<file path="src/rtl/gcd_arb_pkg.sv">
// Shared types and defaults for the round-robin GCD arbiter and its engine.
package gcd_arb_pkg;

   // Arbiter FSM: pick a requester, short-circuit or start the engine,
   // wait for it, then present the response for one cycle.
   typedef enum logic [1:0] {
      IDLE = 2'd0,
      LOAD = 2'd1,
      RUN  = 2'd2,
      RESP = 2'd3
   } gcd_state_e;

   localparam int unsigned NREQ_DEF    = 4;
   localparam int unsigned DW_DEF      = 32;
   localparam int unsigned TIMEOUT_DEF = 4096;

   // Width of a requester index; never narrower than one bit.
   function automatic int unsigned id_width(input int unsigned n);
      return (n > 1) ? $clog2(n) : 1;
   endfunction

   localparam int unsigned ID_W = id_width(NREQ_DEF);

endpackage

</file>
<file path="src/rtl/gcd_arbiter_engine.sv">
// gcd_engine: iterative subtract-only GCD datapath shared by all requesters.
// eng_start loads the operands; every following cycle the larger operand is
// reduced by the smaller until both match, then eng_done pulses for one cycle
// with eng_result holding the common value. eng_clear abandons any job.
module gcd_engine
   import gcd_arb_pkg::*;
#(
   parameter int unsigned DW = DW_DEF
) (
   input  logic          clk,
   input  logic          rst_n,
   input  logic          eng_start,
   input  logic [DW-1:0] eng_a,
   input  logic [DW-1:0] eng_b,
   input  logic          eng_clear,
   output logic          eng_done,
   output logic [DW-1:0] eng_result
);

   logic [DW-1:0] a_q, a_d;
   logic [DW-1:0] b_q, b_d;
   logic [DW-1:0] result_q, result_d;
   logic          run_q, run_d;
   logic          done_q, done_d;

   // Next-state: clear beats start beats iteration; always subtract smaller from larger.
   always_comb begin
      a_d      = a_q;
      b_d      = b_q;
      result_d = result_q;
      run_d    = run_q;
      done_d   = 1'b0;
      if (eng_clear) begin
         a_d      = '0;
         b_d      = '0;
         result_d = '0;
         run_d    = 1'b0;
      end else if (eng_start) begin
         a_d   = eng_a;
         b_d   = eng_b;
         run_d = 1'b1;
      end else if (run_q) begin
         if (a_q > b_q) begin
            a_d = a_q - b_q;
         end else if (b_q > a_q) begin
            b_d = b_q - a_q;
         end else begin
            done_d   = 1'b1;
            result_d = a_q;
            run_d    = 1'b0;
         end
      end
   end

   // Engine registers.
   always_ff @(posedge clk or negedge rst_n) begin
      if (!rst_n) begin
         a_q      <= '0;
         b_q      <= '0;
         result_q <= '0;
         run_q    <= 1'b0;
         done_q   <= 1'b0;
      end else begin
         a_q      <= a_d;
         b_q      <= b_d;
         result_q <= result_d;
         run_q    <= run_d;
         done_q   <= done_d;
      end
   end

   assign eng_done   = done_q;
   assign eng_result = result_q;

endmodule

</file>
<file path="src/rtl/gcd_arbiter.sv">
// gcd_arbiter: round-robin scheduler sharing one gcd_engine among NREQ
// requesters. Grants in IDLE, acks the winner, short-circuits zero operands,
// otherwise runs the engine and returns the result tagged with the winner id.
// Optional watchdog on the RUN state: define GCD_ARB_WATCHDOG_EN.
module gcd_arbiter
   import gcd_arb_pkg::*;
#(
   parameter  int unsigned NREQ           = NREQ_DEF,
   parameter  int unsigned DW             = DW_DEF,
   parameter  int unsigned TIMEOUT_CYCLES = TIMEOUT_DEF,
   localparam int unsigned IDW            = id_width(NREQ)
) (
   input  logic               csi_clk,
   input  logic               rsi_reset_n,
   input  logic [NREQ-1:0]    req,
   input  logic [NREQ*DW-1:0] req_a,
   input  logic [NREQ*DW-1:0] req_b,
   output logic [NREQ-1:0]    ack,
   output logic               resp_valid,
   output logic [IDW-1:0]     resp_id,
   output logic [DW-1:0]      resp_result,
   output logic               resp_err,
   output logic               busy
);

   if (NREQ < 2 || NREQ > 16) begin : g_bad_nreq
      $error("gcd_arbiter: NREQ must be in 2..16");
   end
   if (TIMEOUT_CYCLES < 1) begin : g_bad_timeout
      $error("gcd_arbiter: TIMEOUT_CYCLES must be at least 1");
   end

   gcd_state_e        state_q, state_d;
   logic [DW-1:0]     a_q, a_d;
   logic [DW-1:0]     b_q, b_d;
   logic [IDW-1:0]    id_q, id_d;
   logic [IDW-1:0]    rr_ptr_q, rr_ptr_d;
   logic [NREQ-1:0]   ack_q, ack_d;
   logic              resp_valid_q, resp_valid_d;
   logic [IDW-1:0]    resp_id_q, resp_id_d;
   logic [DW-1:0]     resp_result_q, resp_result_d;

   logic              win_vld;
   logic [IDW-1:0]    win_id;
   int unsigned       idx;

   logic              eng_start;
   logic              eng_clear;
   logic              eng_done;
   logic [DW-1:0]     eng_result;

`ifdef GCD_ARB_WATCHDOG_EN
   localparam int unsigned CW = $clog2(TIMEOUT_CYCLES + 1);
   logic [CW-1:0]     cnt_q, cnt_d;
   logic              resp_err_q, resp_err_d;
`endif

   // Round-robin search: first asserted request at or after rr_ptr, wrapping.
   always_comb begin
      win_vld = 1'b0;
      win_id  = '0;
      idx     = 0;
      for (int unsigned i = 0; i < NREQ; i++) begin
         idx = (32'(rr_ptr_q) + i) % NREQ;
         if (!win_vld && req[idx]) begin
            win_vld = 1'b1;
            win_id  = IDW'(idx);
         end
      end
   end

   // FSM and response staging; response registers load on entry to RESP so
   // resp_valid is high exactly while the FSM sits in RESP.
   always_comb begin
      state_d       = state_q;
      a_d           = a_q;
      b_d           = b_q;
      id_d          = id_q;
      rr_ptr_d      = rr_ptr_q;
      ack_d         = '0;
      resp_valid_d  = 1'b0;
      resp_id_d     = resp_id_q;
      resp_result_d = resp_result_q;
      eng_start     = 1'b0;
      eng_clear     = 1'b0;
`ifdef GCD_ARB_WATCHDOG_EN
      cnt_d         = cnt_q;
      resp_err_d    = resp_err_q;
`endif
      case (state_q)
         IDLE: begin
            if (win_vld) begin
               a_d           = req_a[win_id*DW +: DW];
               b_d           = req_b[win_id*DW +: DW];
               id_d          = win_id;
               ack_d[win_id] = 1'b1;
               state_d       = LOAD;
            end
         end
         LOAD: begin
            if (a_q == '0 || b_q == '0) begin
               resp_valid_d  = 1'b1;
               resp_id_d     = id_q;
               resp_result_d = a_q | b_q;
`ifdef GCD_ARB_WATCHDOG_EN
               resp_err_d    = 1'b0;
`endif
               state_d       = RESP;
            end else begin
               eng_start = 1'b1;
`ifdef GCD_ARB_WATCHDOG_EN
               cnt_d     = '0;
`endif
               state_d   = RUN;
            end
         end
         RUN: begin
            if (eng_done) begin
               resp_valid_d  = 1'b1;
               resp_id_d     = id_q;
               resp_result_d = eng_result;
`ifdef GCD_ARB_WATCHDOG_EN
               resp_err_d    = 1'b0;
`endif
               state_d       = RESP;
            end
`ifdef GCD_ARB_WATCHDOG_EN
            else if (cnt_q + 1'b1 == CW'(TIMEOUT_CYCLES)) begin
               eng_clear     = 1'b1;
               resp_valid_d  = 1'b1;
               resp_id_d     = id_q;
               resp_result_d = '0;
               resp_err_d    = 1'b1;
               state_d       = RESP;
            end else begin
               cnt_d = cnt_q + 1'b1;
            end
`endif
         end
         RESP: begin
            rr_ptr_d = (id_q == IDW'(NREQ - 1)) ? '0 : id_q + 1'b1;
            state_d  = IDLE;
         end
         default: state_d = IDLE;
      endcase
   end

   // Arbiter state and output registers.
   always_ff @(posedge csi_clk or negedge rsi_reset_n) begin
      if (!rsi_reset_n) begin
         state_q       <= IDLE;
         a_q           <= '0;
         b_q           <= '0;
         id_q          <= '0;
         rr_ptr_q      <= '0;
         ack_q         <= '0;
         resp_valid_q  <= 1'b0;
         resp_id_q     <= '0;
         resp_result_q <= '0;
      end else begin
         state_q       <= state_d;
         a_q           <= a_d;
         b_q           <= b_d;
         id_q          <= id_d;
         rr_ptr_q      <= rr_ptr_d;
         ack_q         <= ack_d;
         resp_valid_q  <= resp_valid_d;
         resp_id_q     <= resp_id_d;
         resp_result_q <= resp_result_d;
      end
   end

`ifdef GCD_ARB_WATCHDOG_EN
   // Watchdog counter and error flag.
   always_ff @(posedge csi_clk or negedge rsi_reset_n) begin
      if (!rsi_reset_n) begin
         cnt_q      <= '0;
         resp_err_q <= 1'b0;
      end else begin
         cnt_q      <= cnt_d;
         resp_err_q <= resp_err_d;
      end
   end
   assign resp_err = resp_err_q;
`else
   assign resp_err = 1'b0;
`endif

   gcd_engine #(
      .DW(DW)
   ) u_engine (
      .clk        (csi_clk),
      .rst_n      (rsi_reset_n),
      .eng_start  (eng_start),
      .eng_a      (a_q),
      .eng_b      (b_q),
      .eng_clear  (eng_clear),
      .eng_done   (eng_done),
      .eng_result (eng_result)
   );

   assign ack         = ack_q;
   assign resp_valid  = resp_valid_q;
   assign resp_id     = resp_id_q;
   assign resp_result = resp_result_q;
   assign busy        = (state_q != IDLE);

endmodule
</file>
<file path="config.mk">
export PLATFORM = sky130hd
export DESIGN_NAME = gcd_arbiter
export DESIGN_NICKNAME = d
export VERILOG_FILES = /design/src/rtl/gcd_arb_pkg.sv /design/src/rtl/gcd_arbiter_engine.sv /design/src/rtl/gcd_arbiter.sv
export SDC_FILE = /design/constraint.sdc
export NUM_CORES = 1
export LEC_CHECK = 0
export CELL_PAD_IN_SITES_DETAIL_PLACEMENT = 1
export CELL_PAD_IN_SITES_GLOBAL_PLACEMENT = 1
export CORE_UTILIZATION = 28
export CTS_BUF_LIST = sky130_fd_sc_hd__clkbuf_2 sky130_fd_sc_hd__clkbuf_4 sky130_fd_sc_hd__clkbuf_8
export CTS_CLUSTER_SIZE = 28
export DETAILED_ROUTE_END_ITERATION = 7
export HOLD_SLACK_MARGIN = 0.06
export PLACE_DENSITY = 0.74
export SYNTH_ARGS = -nofsm -noshare
export SYNTH_HDL_FRONTEND = slang
export SYNTH_SLANG_ARGS = --single-unit
</file>
<file path="constraint.sdc">
create_clock -name csi_clk -period 3.84 [get_ports csi_clk]
set_input_delay 0.768 -clock csi_clk [delete_from_list [all_inputs] [get_ports csi_clk]]
set_output_delay 0.768 -clock csi_clk [all_outputs]
set_load 0.01 [all_outputs]
</file>
==> results.tsv <==
stage	metric	value	unit
synthesis	Netlist cell types	61	
outcome	outcome	complete, no violations	
synthesis	largest family of logic cells by synthesized area	simple AND/OR/NAND/NOR gates	
drt	DRC	0	
pwr	Max VDD drop	0.000147	V
synthesis	Post-Synth Adder-Cell Area	6.34	%
finish	non-filler cells, final	2852	
place	Cells after DPL	2787	
finish	Nets	2487	
timing	Hold Fails Final Rpt	0	
clock_tree	CTS Buffer Depth	3	
worst_setup_path	WS Path Type	flip-flop to flip-flop	
synthesis	EDFF count, synth	0	
finish	commonest non-fill, non-tap cell in the layout	nor2_1	
drt	WL/cell	19.4	microns
job	Max-Cap Viols	0	
clock_tree	CTS hold repair buffers	0	
place	routability congestion estimate	0.892	
worst_setup_path	cells on worst reg2reg path	12	
worst_setup_path	Worst path slowest cell	ha_1	
timing	Tightest Pin Transition	742	ps
floorplanning	die area	51800	sq um
worst_setup_path	WP depth	12	
finish	share of cells above drive strength 1	6.38	%
synthesis	Post-synth ARST share	100	%
worst_setup_path	Setup crit start kind	flip-flop	
drt	DR iter-0 viols	644	
synthesis	cell area after synthesis	14300	sq um
synthesis	Synth Area in XOR/XNOR	3.44	%
finish	most frequent cells in the layout	nor2_1, nand2_1, clkdlybuf4s50_1	
drt	drt total wl	55300	microns
timing	Max Clk Rate	0.300	GHz
worst_setup_path	CP endpoint kind	flip-flop	
global_routing	grt total ovfl	0	
worst_setup_path	crit-path cells	inv_1 > ha_1 > a21oi_2 > o21a_1 > o221ai_1 > a221o_1 > a211oi_2 > nand2b_2 > buf_4 > nor2_1 > a21oi_1 > o21ai_0	
synthesis	Syn Inst Count	1902	
global_routing	vias in the first global route	15070	
drt	Routed Antenna Nets	0	
pwr	Static Leak	8.42	nW
synthesis	complex-gate fraction of the synthesized area	19.8	%
global_routing	first-pass GRT wire length	86200	microns
synthesis	yosys warns	0	
place	DP Worst Slack	516	ps
timing	hold_ws	234	ps
synthesis	Post-Syn Nets	2235	
timing	Max Slew Vio Count	0	
synthesis	Post-Synth Simple-Gate Area	23.5	%
timing	# setup viols final	0	
clock_tree	CTS Root Cell	clkbuf_8	
place	# port buffers	301	
finish	area grow syn2layout	32.6	%
floorplanning	die height	228	microns
timing	post-layout worst setup margin	508	ps
drt	vias per cell	5.00	
timing	setup TNS	0	ps
clock_tree	total CTS buffers	37	
clock_tree	Setup Fix Bufs, Post-CTS	0	
synthesis	Seq cells post-synth	207	
clock_tree	latest clock arrival within the worst-skew pair	570	ps
synthesis	mux contribution to synthesized area	4.39	%
global_routing	GRT Resource Usage Total	21.5	%
drt	total number of vias	14263	
pwr	PwrDens	275	nW/um^2
floorplanning	core area	50200	sq um
worst_setup_path	Critical Path AT	3720	ps
worst_setup_path	Worst EP required	4220	ps
floorplanning	Rows	82	
worst_setup_path	Top delay family on crit path	compound AO/OA/AOI/OAI gates	
timing	Slew HR	50.6	%
min_path	Tightest Hold Check Type	primary input to asynchronous set/reset pin	
synthesis	post-synthesis sequential area ratio	36.3	%
floorplanning	starting density of the core	28.4	%
timing	Post-Route Skew	36.5	ps
worst_setup_path	crit path buf inv count	2	
worst_setup_path	Worst Path Max Fanout	16	
timing	RSZ-0062 raised after global routing	false	
global_routing	pin count of the biggest net entering global routing	134	
pwr	Pwr Total	5.19	mW
timing	Period minus WS final	3330	ps
clock_tree	CTS tree	done	
global_routing	initial antenna violation count	1	
clock_tree	post-CTS sizing	0	
worst_setup_path	CP max stage delay	460	ps
timing	period utilization	86.8	%
floorplanning	io pins	303	
place	dpl hpwl	43500	microns
floorplanning	die width	228	microns
clock_tree	clk slew on worst S/H paths	60	ps
drt	Pre-antenna DRT Iters	5	
synthesis	synthesized area per cell	7.50	sq um
synthesis	ys flop type	dfrtp_1	
clock_tree	clock sinks	207	
clock_tree	# H-tree levels	2	
==> synthesized netlist by cell type, drive strengths merged (13+ instances only) <==
cell type	number	area, sq um
inv	81	304
nor4	19	134
nand4	16	113
nor3	18	90.1
xor2	20	175
nand3	78	395
mux2	36	405
xnor2	36	315
o21bai	13	97.6
nand2	307	1150
mux2i	22	220
a21oi	135	691
dfrtp	207	5180
nor2	328	1230
a21o	32	240
clkbuf	88	330
o21ai	254	1280
ha	69	863
buf	42	252
==> kinds of logic after synthesis <==
family,Yosys count
other,1
AND/OR/NAND/NOR,802
adder cells (fa/ha/maj),71
buffers and inverters,211
XOR/XNOR,56
flip-flops,207
multiplexers,58
AO/OA/AOI/OAI,496
==> worst register-to-register path, delay by kind of cell (launching register included) <==
family | cells | cell delay, ps
AO/OA/AOI/OAI | 7 | 1520
adder cells (fa/ha/maj) | 1 | 460
buffers and inverters | 2 | 350
flip-flops | 1 | 370
AND/OR/NAND/NOR | 2 | 470
==> where the power goes <==
part / internal, mW / switching (mW) / leakage, nW
logic: 0.339 / 0.289 / 5.09
registers: 2.18 / 0 / 2.89
clock network: 1.42 / 0.959 / 0.440
total: 3.94 / 1.25 / 8.42
==> through the flow <==
stage | util, % | area [sq um]
after floorplan | - | 14300
after global placement | 36.0 | 18100
after detailed placement | 36.0 | 18100
after CTS | 37.7 | 18900
after global routing | 37.7 | 18900
final | 37.7 | 18900
==> layout make-up <==
class | count | area (sq um)
Fill cell | 6089 | 31300
Multi-Input combinational cell | 1484 | 8240
Sequential cell | 207 | 5180
Timing Repair Buffer | 343 | 3490
Tap cell | 672 | 841
Clock buffer | 60 | 744
Inverter | 81 | 304
Clock inverter | 4 | 97.6
Antenna cell | 1 | 2.50
==> sequential cells by signal, indices dropped and copies added, names as in the netlist <==
signal               count
a_q                     32
ack                      4
b_q                     32
id_q                     2
resp_id                  2
resp_result             32
resp_valid               1
rr_ptr_q                 2
state_q                  2
u_engine.a_q            32
u_engine.b_q            32
u_engine.eng_done        1
u_engine.eng_result     32
u_engine.run_q           1
==> routing by layer <==
metal / global-route usage, % / vias up / share of wire, %
li1: - / 6903 / -
met5: 0 / - / 0
met2: 35.9 / 375 / 47
met4: 5.07 / 0 / 1.7
met1: 28.9 / 6936 / 46
met3: 3.34 / 49 / 5.2
==> final timing paths <==
kind / startpoint / end / slack [ps]
setup / recovery: u_engine.b_q[19] / u_engine.a_q[16] / 510
hold / removal: rsi_reset_n / a_q[2] / 230
setup reg to reg: u_engine.b_q[19] / u_engine.a_q[16] / 510
hold reg to reg: resp_result[14] / resp_result[14] / 480
max in group asynchronous: rsi_reset_n / b_q[10] / 2680
min in group csi_clk: resp_result[14] / resp_result[14] / 480
Power figures use the tool's default switching activity.
